File: config.mk
export PLATFORM = sky130hd
export DESIGN_NAME = float2fixed_arbiter
export DESIGN_NICKNAME = d
export VERILOG_FILES = /design/src/rtl/f2f_pkg.sv /design/src/rtl/float2fixed.sv /design/src/rtl/rr_arbiter.sv /design/src/rtl/float2fixed_arbiter.sv
export SDC_FILE = /design/constraint.sdc
export NUM_CORES = 1
export LEC_CHECK = 0
export BUFFER_PORTS_ARGS = -buffer_cell sky130_fd_sc_hd__buf_2
export CAP_MARGIN = 0
export CORE_MARGIN = 1
export CORE_UTILIZATION = 45
export DETAILED_ROUTE_END_ITERATION = 12
export PLACE_DENSITY = 0.67
export SETUP_SLACK_MARGIN = 0.3
export SKIP_LAST_GASP = 1
export SLEW_MARGIN = 5
export SYNTH_ARGS = -nofsm -noshare
export SYNTH_HDL_FRONTEND = slang
export SYNTH_HIERARCHICAL = 1
export SYNTH_SLANG_ARGS = --single-unit
File: constraint.sdc
create_clock -name Clk -period 8.53 [get_ports Clk]
set_input_delay 0.853 -clock Clk [delete_from_list [all_inputs] [get_ports Clk]]
set_output_delay 0.853 -clock Clk [all_outputs]
set_load 0.01 [all_outputs]
File: src/rtl/f2f_pkg.sv
// Shared widths and the capture-stage record for the float-to-fixed arbiter.
// Widths here are the build defaults; the S1 record is sized from them.
package f2f_pkg;
    localparam int FLOATSIZE      = 32;
    localparam int FIXEDSIZE      = 64;
    localparam int RADIXPOINTSIZE = 6;
    localparam int EXPONENTBITS   = 8;
    localparam int MANTISSABITS   = 23;
    localparam int MAXIDW         = 4;   // enough for 16 requesters

    typedef struct packed {
        logic [FLOATSIZE-1:0]      floatVal;
        logic [RADIXPOINTSIZE-1:0] radix;
        logic [MAXIDW-1:0]         id;
    } f2f_req_t;
endpackage

File: src/rtl/float2fixed.sv
// Combinational IEEE-754 to two's-complement fixed point: value * 2^radix, truncated.
// Latency 0; no handshake. Inf/NaN raise OutException and zero the result.
// Denormals flush to zero; OutOverflow holds magnitude bits above FIXEDSIZE.
module Float2Fixed #(
    parameter int FLOATSIZE      = f2f_pkg::FLOATSIZE,
    parameter int FIXEDSIZE      = f2f_pkg::FIXEDSIZE,
    parameter int RADIXPOINTSIZE = f2f_pkg::RADIXPOINTSIZE,
    parameter int EXPONENTBITS   = f2f_pkg::EXPONENTBITS,
    parameter int MANTISSABITS   = f2f_pkg::MANTISSABITS
) (
    input  logic [FLOATSIZE-1:0]      InFloat,
    input  logic [RADIXPOINTSIZE-1:0] InRadixPoint,
    output logic [FIXEDSIZE-1:0]      OutFixed,
    output logic [RADIXPOINTSIZE-1:0] OutOverflow,
    output logic                      OutException
);
    localparam int BIAS = (1 << (EXPONENTBITS - 1)) - 1;
    localparam int W    = FIXEDSIZE + RADIXPOINTSIZE;

    logic                    sign;
    logic [EXPONENTBITS-1:0] expField;
    logic [W-1:0]            ext, mag;
    logic [FIXEDSIZE-1:0]    fixedMag;
    logic                    ovf;
    int                      sh;

    always_comb begin
        sign     = InFloat[FLOATSIZE-1];
        expField = InFloat[FLOATSIZE-2 -: EXPONENTBITS];
        ext      = {{(W-MANTISSABITS-1){1'b0}}, 1'b1, InFloat[MANTISSABITS-1:0]};
        sh       = int'(expField) + int'(InRadixPoint) - BIAS - MANTISSABITS;
        mag      = '0;
        ovf      = 1'b0;
        if (expField != '0) begin
            if (sh >= 0) begin
                ovf = (sh > W - MANTISSABITS - 1);
                mag = ext << sh;
            end else if (sh > -(MANTISSABITS + 1)) begin
                mag = ext >> (-sh);
            end
        end
        fixedMag     = mag[FIXEDSIZE-1:0];
        OutException = &expField;
        if (OutException) begin
            OutFixed    = '0;
            OutOverflow = '0;
        end else begin
            OutFixed    = sign ? (~fixedMag + 1'b1) : fixedMag;
            OutOverflow = ovf ? '1 : mag[W-1:FIXEDSIZE];
        end
    end
endmodule

File: src/rtl/rr_arbiter.sv
// Combinational round-robin pick: lowest requester at or above ptr, with wrap.
// Latency 0; grant is forced to zero when enable is low.
// Backpressure: the caller expresses it through enable.
module rr_arbiter #(
    parameter int NUMREQ = 4,
    parameter int IDW    = $clog2(NUMREQ)
) (
    input  logic [NUMREQ-1:0] req,
    input  logic [IDW-1:0]    ptr,
    input  logic              enable,
    output logic [NUMREQ-1:0] gnt,
    output logic [IDW-1:0]    winner
);
    logic found;
    int   idx;

    always_comb begin
        found  = 1'b0;
        winner = '0;
        gnt    = '0;
        idx    = 0;
        for (int off = 0; off < NUMREQ; off++) begin
            idx = int'(ptr) + off;
            if (idx >= NUMREQ) idx = idx - NUMREQ;
            if (!found && req[idx]) begin
                found  = 1'b1;
                winner = IDW'(idx);
            end
        end
        if (enable && found) gnt[winner] = 1'b1;
    end
endmodule

File: src/rtl/float2fixed_arbiter.sv
// Round-robin shares one Float2Fixed among NUMREQ clients; sticky exceptions under F2F_ARB_STICKY_EXC_EN.
// Latency: accept at edge k, result registered at edge k+1; one result per cycle.
// Backpressure: InReady low stalls S2, then S1; OutGnt drops to 0 once both are full.
module float2fixed_arbiter
    import f2f_pkg::*;
#(
    parameter int FLOATSIZE      = f2f_pkg::FLOATSIZE,
    parameter int FIXEDSIZE      = f2f_pkg::FIXEDSIZE,
    parameter int RADIXPOINTSIZE = f2f_pkg::RADIXPOINTSIZE,
    parameter int EXPONENTBITS   = f2f_pkg::EXPONENTBITS,
    parameter int MANTISSABITS   = f2f_pkg::MANTISSABITS,
    parameter int NUMREQ         = 4,
    parameter int IDW            = $clog2(NUMREQ)
) (
    input  logic                             Clk,
    input  logic                             Rst_n,
    input  logic [NUMREQ-1:0]                InReq,
    input  logic [NUMREQ*FLOATSIZE-1:0]      InFloat,
    input  logic [NUMREQ*RADIXPOINTSIZE-1:0] InRadixPoint,
    output logic [NUMREQ-1:0]                OutGnt,
    output logic                             OutValid,
    input  logic                             InReady,
    output logic [FIXEDSIZE-1:0]             OutFixed,
    output logic [RADIXPOINTSIZE-1:0]        OutOverflow,
    output logic                             OutException,
    output logic [IDW-1:0]                   OutId,
    input  logic [NUMREQ-1:0]                InExcClear,
    output logic [NUMREQ-1:0]                OutExcSticky
);
    f2f_req_t                  s1Req;
    logic                      s1Valid, s1CanLoad, s2Load, anyGnt;
    logic [IDW-1:0]            ptr, winner;
    logic [FIXEDSIZE-1:0]      convFixed;
    logic [RADIXPOINTSIZE-1:0] convOverflow;
    logic                      convException;
    logic                      unusedIdBits;

    assign s2Load    = s1Valid & (~OutValid | InReady);
    assign s1CanLoad = ~s1Valid | s2Load;
    assign anyGnt    = |OutGnt;
    assign unusedIdBits = ^s1Req.id;

    // Rst_n gates the enable so no grant can be seen while reset is held.
    rr_arbiter #(.NUMREQ(NUMREQ), .IDW(IDW)) uArb (
        .req    (InReq),
        .ptr    (ptr),
        .enable (s1CanLoad & Rst_n),
        .gnt    (OutGnt),
        .winner (winner)
    );

    Float2Fixed #(
        .FLOATSIZE      (FLOATSIZE),
        .FIXEDSIZE      (FIXEDSIZE),
        .RADIXPOINTSIZE (RADIXPOINTSIZE),
        .EXPONENTBITS   (EXPONENTBITS),
        .MANTISSABITS   (MANTISSABITS)
    ) uConv (
        .InFloat      (s1Req.floatVal),
        .InRadixPoint (s1Req.radix),
        .OutFixed     (convFixed),
        .OutOverflow  (convOverflow),
        .OutException (convException)
    );

    always_ff @(posedge Clk or negedge Rst_n) begin
        if (!Rst_n) begin
            s1Valid <= 1'b0;
            s1Req   <= '0;
            ptr     <= '0;
        end else if (anyGnt) begin
            s1Valid        <= 1'b1;
            s1Req.floatVal <= InFloat[winner*FLOATSIZE +: FLOATSIZE];
            s1Req.radix    <= InRadixPoint[winner*RADIXPOINTSIZE +: RADIXPOINTSIZE];
            s1Req.id       <= MAXIDW'(winner);
            ptr            <= (int'(winner) == NUMREQ - 1) ? '0 : winner + 1'b1;
        end else if (s2Load) begin
            s1Valid <= 1'b0;
        end
    end

    always_ff @(posedge Clk or negedge Rst_n) begin
        if (!Rst_n) begin
            OutValid     <= 1'b0;
            OutFixed     <= '0;
            OutOverflow  <= '0;
            OutException <= 1'b0;
            OutId        <= '0;
        end else if (s2Load) begin
            OutValid     <= 1'b1;
            OutFixed     <= convFixed;
            OutOverflow  <= convOverflow;
            OutException <= convException;
            OutId        <= s1Req.id[IDW-1:0];
        end else if (InReady) begin
            OutValid <= 1'b0;
        end
    end

`ifdef F2F_ARB_STICKY_EXC_EN
    logic [NUMREQ-1:0] excSet;

    always_comb begin
        excSet = '0;
        if (OutValid && InReady && OutException) excSet[OutId] = 1'b1;
    end

    // Set is OR-ed after the clear so a same-edge set survives.
    always_ff @(posedge Clk or negedge Rst_n) begin
        if (!Rst_n) OutExcSticky <= '0;
        else        OutExcSticky <= (OutExcSticky & ~InExcClear) | excSet;
    end
`else
    logic unusedExcClear;
    assign unusedExcClear = ^InExcClear;
    assign OutExcSticky   = '0;
`endif
endmodule

==> results.py <==
metrics = {
    "drt": {
        "drt_wl_total_mm": 44.1,
        "wire_per_inst_microns": 21.3,
        "dr.pass1.iters": 6,
        "drc_errors": 0,
        "drtIter0Drc": 1302,
        "detail-route-antenna-nets": 0,
        "vias_per_cell": 6.20,
        "dr_total_vias": 12900,
    },
    "sta": {
        "rsz0062_at_grt": "no",
        "slew_viol_final": 0,
        "worst_slew_pin_slew_ps": 1040,
        "hold_viol": 0,
        "slew_headroom": 0.299,
        "post-route-period-util": 0.879,
        "post-route-min-period_ps": 7500,
        "fmaxAchievable_mhz": 133,
        "tns_ps": 0,
        "clock-skew-final_ps": 17.4,
        "setup_viol": 0,
    },
    "logic_synthesis": {
        "synth_top_area_frac": 0.223,
        "synth_area_sq_um": 13100,
        "synth.avg_cell_area_sq_um": 8.78,
        "synthFlopType": "dfrtp_1",
        "syn_inst": 1494,
        "synth_seq_cells": 117,
        "synthTopCellsByArea": "dfrtp_1, mux2_2, mux4_2",
        "synth_top_area_cell": "dfrtp_1",
        "synth_cell_type_count": 113,
        "yosys-top-cells-count": "nor2_1, nand2_1, mux2_2",
        "async_flop_share": 1.00,
        "synth_edf_count": 0,
        "yosysSeqAreaShare": 0.223,
        "synth.most_common_cell": "nor2_1",
        "yosys_warnings": 6,
    },
    "floorplan": {
        "initial_core_util": 0.457,
        "die-area_sq_um": 29800,
        "die_h_microns": 173,
        "pin_count": 245,
        "rows": 62,
        "die_w_microns": 173,
        "core_sq_um": 28700,
    },
    "layout": {
        "final_nets": 1857,
        "area_delta_synth_final_pct": 15.6,
        "n_antenna_cell": 0,
        "drive_above_1_share": 0.329,
    },
    "clock_network": {
        "hold_buffers": 0,
        "cts_tree": "built",
        "clk_latency_ps": 440,
        "root_buffer": "clkbuf_16",
        "h-tree-depth": 4,
        "clk_pin_slew_worst_paths_ps": 60,
        "ctsResizeCount": 0,
        "post_cts.repair.setup_buffers": 0,
        "cts_num_sinks": 117,
        "cts_buffers": 17,
        "clock_path_buffers": 2,
    },
    "setup_path": {
        "crit_arrival_ps": 7810,
        "r2r_start": "s1Req[33]",
        "reg2reg_to": "OutFixed[56]",
        "cp.required_ps": 8840,
        "worstSetupEndpointType": "flip-flop",
        "critPathMaxFanout": 14,
        "cp-start-kind": "flip-flop",
        "reg2reg_setup_slack_ps": 1030,
        "crit_type": "reg -> reg",
        "r2r_cells": 24,
    },
    "status": {
        "status": "finished, final reports clean",
    },
    "global_route": {
        "grt_max_degree": 74,
        "antenna_found_initial": 0,
        "grt_pass1_wl_mm": 69.6,
        "track_usage": 0.295,
        "grt_pass1_vias": 12300,
        "grt_overflow": 0,
    },
    "placement": {
        "port_buffers": 236,
        "hpwlAfterDp_mm": 34.1,
        "place.gp.congestion": 0.985,
    },
    "worst_hold_path": {
        "hold_class": "in -> async",
    },
    "run": {
        "drv_cap": 0,
    },
}
==> layout by cell type (no fill, tap or decap), drive strengths merged, types with 5 or more instances in the layout <==
cell type,count
a41oi,5
o211ai,16
mux2,134
or3,11
nor3b,6
nand2,134
a21oi,86
a31oi,15
nand4,17
buf,275
nor2b,10
nand3,32
a22oi,14
mux2i,58
dfrtp,117
a2bb2oi,6
o22ai,17
clkinv,5
a2111oi,6
and3,13
xor2,19
a211oi,23
clkbuf,19
o2111ai,8
a211o,9
inv,28
xnor2,52
nand2b,20
ha,16
o21a,8
nor4,13
and2,19
nor2,170
o31ai,44
nor3,37
o21ai,79
o41ai,11
mux4,46
o22a,6
or2,8
==> routing by layer <==
metal  GRT usage  wire length (microns)  vias to the layer above
met5           0                      0                        -
li1            -                      -                     6000
met4       0.109                   1380                        0
met1       0.398                  19300                     6165
met2       0.477                  20300                      610
met3      0.0464                   3090                       85
==> registers in the layout, summed over array words and instances, names as in the netlist <==
| register | cells |
|---|---|
| s1Req | 40 |
| OutOverflow | 6 |
| OutId | 2 |
| s1Valid | 1 |
| ptr | 2 |
| OutFixed | 64 |
| OutException | 1 |
| OutValid | 1 |
==> how the worst max path moves through the flow <==
stage / start / end / slack (ps) / depth (start not counted)
global route: s1Req[33] / OutFixed[16] / 530 / 24
global placement: s1Req[33] / OutFixed[56] / 1200 / 24
floorplan: s1Req[33] / OutFixed[22] / 1720 / 31
detailed placement: s1Req[33] / OutFixed[56] / 1190 / 24
CTS: s1Req[33] / OutFixed[56] / 1140 / 24
finish: s1Req[33] / OutFixed[56] / 1030 / 24
==> cell families (layout without fill, tap and decap cells) <==
logic type | count (synthesis) | count (layout) | share of synthesized area
AND/OR/NAND/NOR | 507 | 507 | 0.190
AO/OA/AOI/OAI | 401 | 401 | 0.219
multiplexers | 238 | 238 | 0.242
buffers and inverters | 140 | 333 | 0.0554
flip-flops | 117 | 117 | 0.223
XOR/XNOR | 73 | 73 | 0.0536
adder cells (fa/ha/maj) | 17 | 17 | 0.0168
other | 1 | 4 | 0.000286
==> per-stage QoR <==
stage                     std cells  hold slack, ps  setup slack, ps  area, sq um  utilization
after floorplan                1497             449             1720        13100            -
after global placement         2042             465             1200        14600        0.507
after detailed placement       2042             467             1190        14600        0.507
after CTS                      2074             387             1140        15200        0.528
after global routing           2074             395              535        15200        0.528
final                          2074             380             1030        15200        0.528
==> area by class of cell <==
cell class | count | area [sq um]
Clock buffer | 19 | 453
Clock inverter | 13 | 148
Fill cell | 2792 | 13500
Inverter | 26 | 97.6
Multi-Input combinational cell | 1240 | 9550
Sequential cell | 117 | 2930
Tap cell | 384 | 480
Timing Repair Buffer | 275 | 1500
==> worst max-delay path, stage by stage (launching register included) <==
cell	delay, ps
dfrtp_1	380
inv_1	60
ha_1	210
fa_1	570
nand2b_1	340
a21oi_4	260
xnor2_4	230
o211ai_1	310
o31ai_4	640
inv_1	300
ha_1	290
or4_1	510
nor3_1	330
nand3_1	310
a31oi_2	470
o22ai_2	200
or3_1	410
ha_1	290
nor3b_2	210
nand3_1	170
buf_12	150
or2_1	170
o311a_1	190
nor4_2	50
mux2_2	280
Power is left out: the tool's default activity adds up to more than one toggle a clock period on the data nets, which glitch-free logic cannot reach.
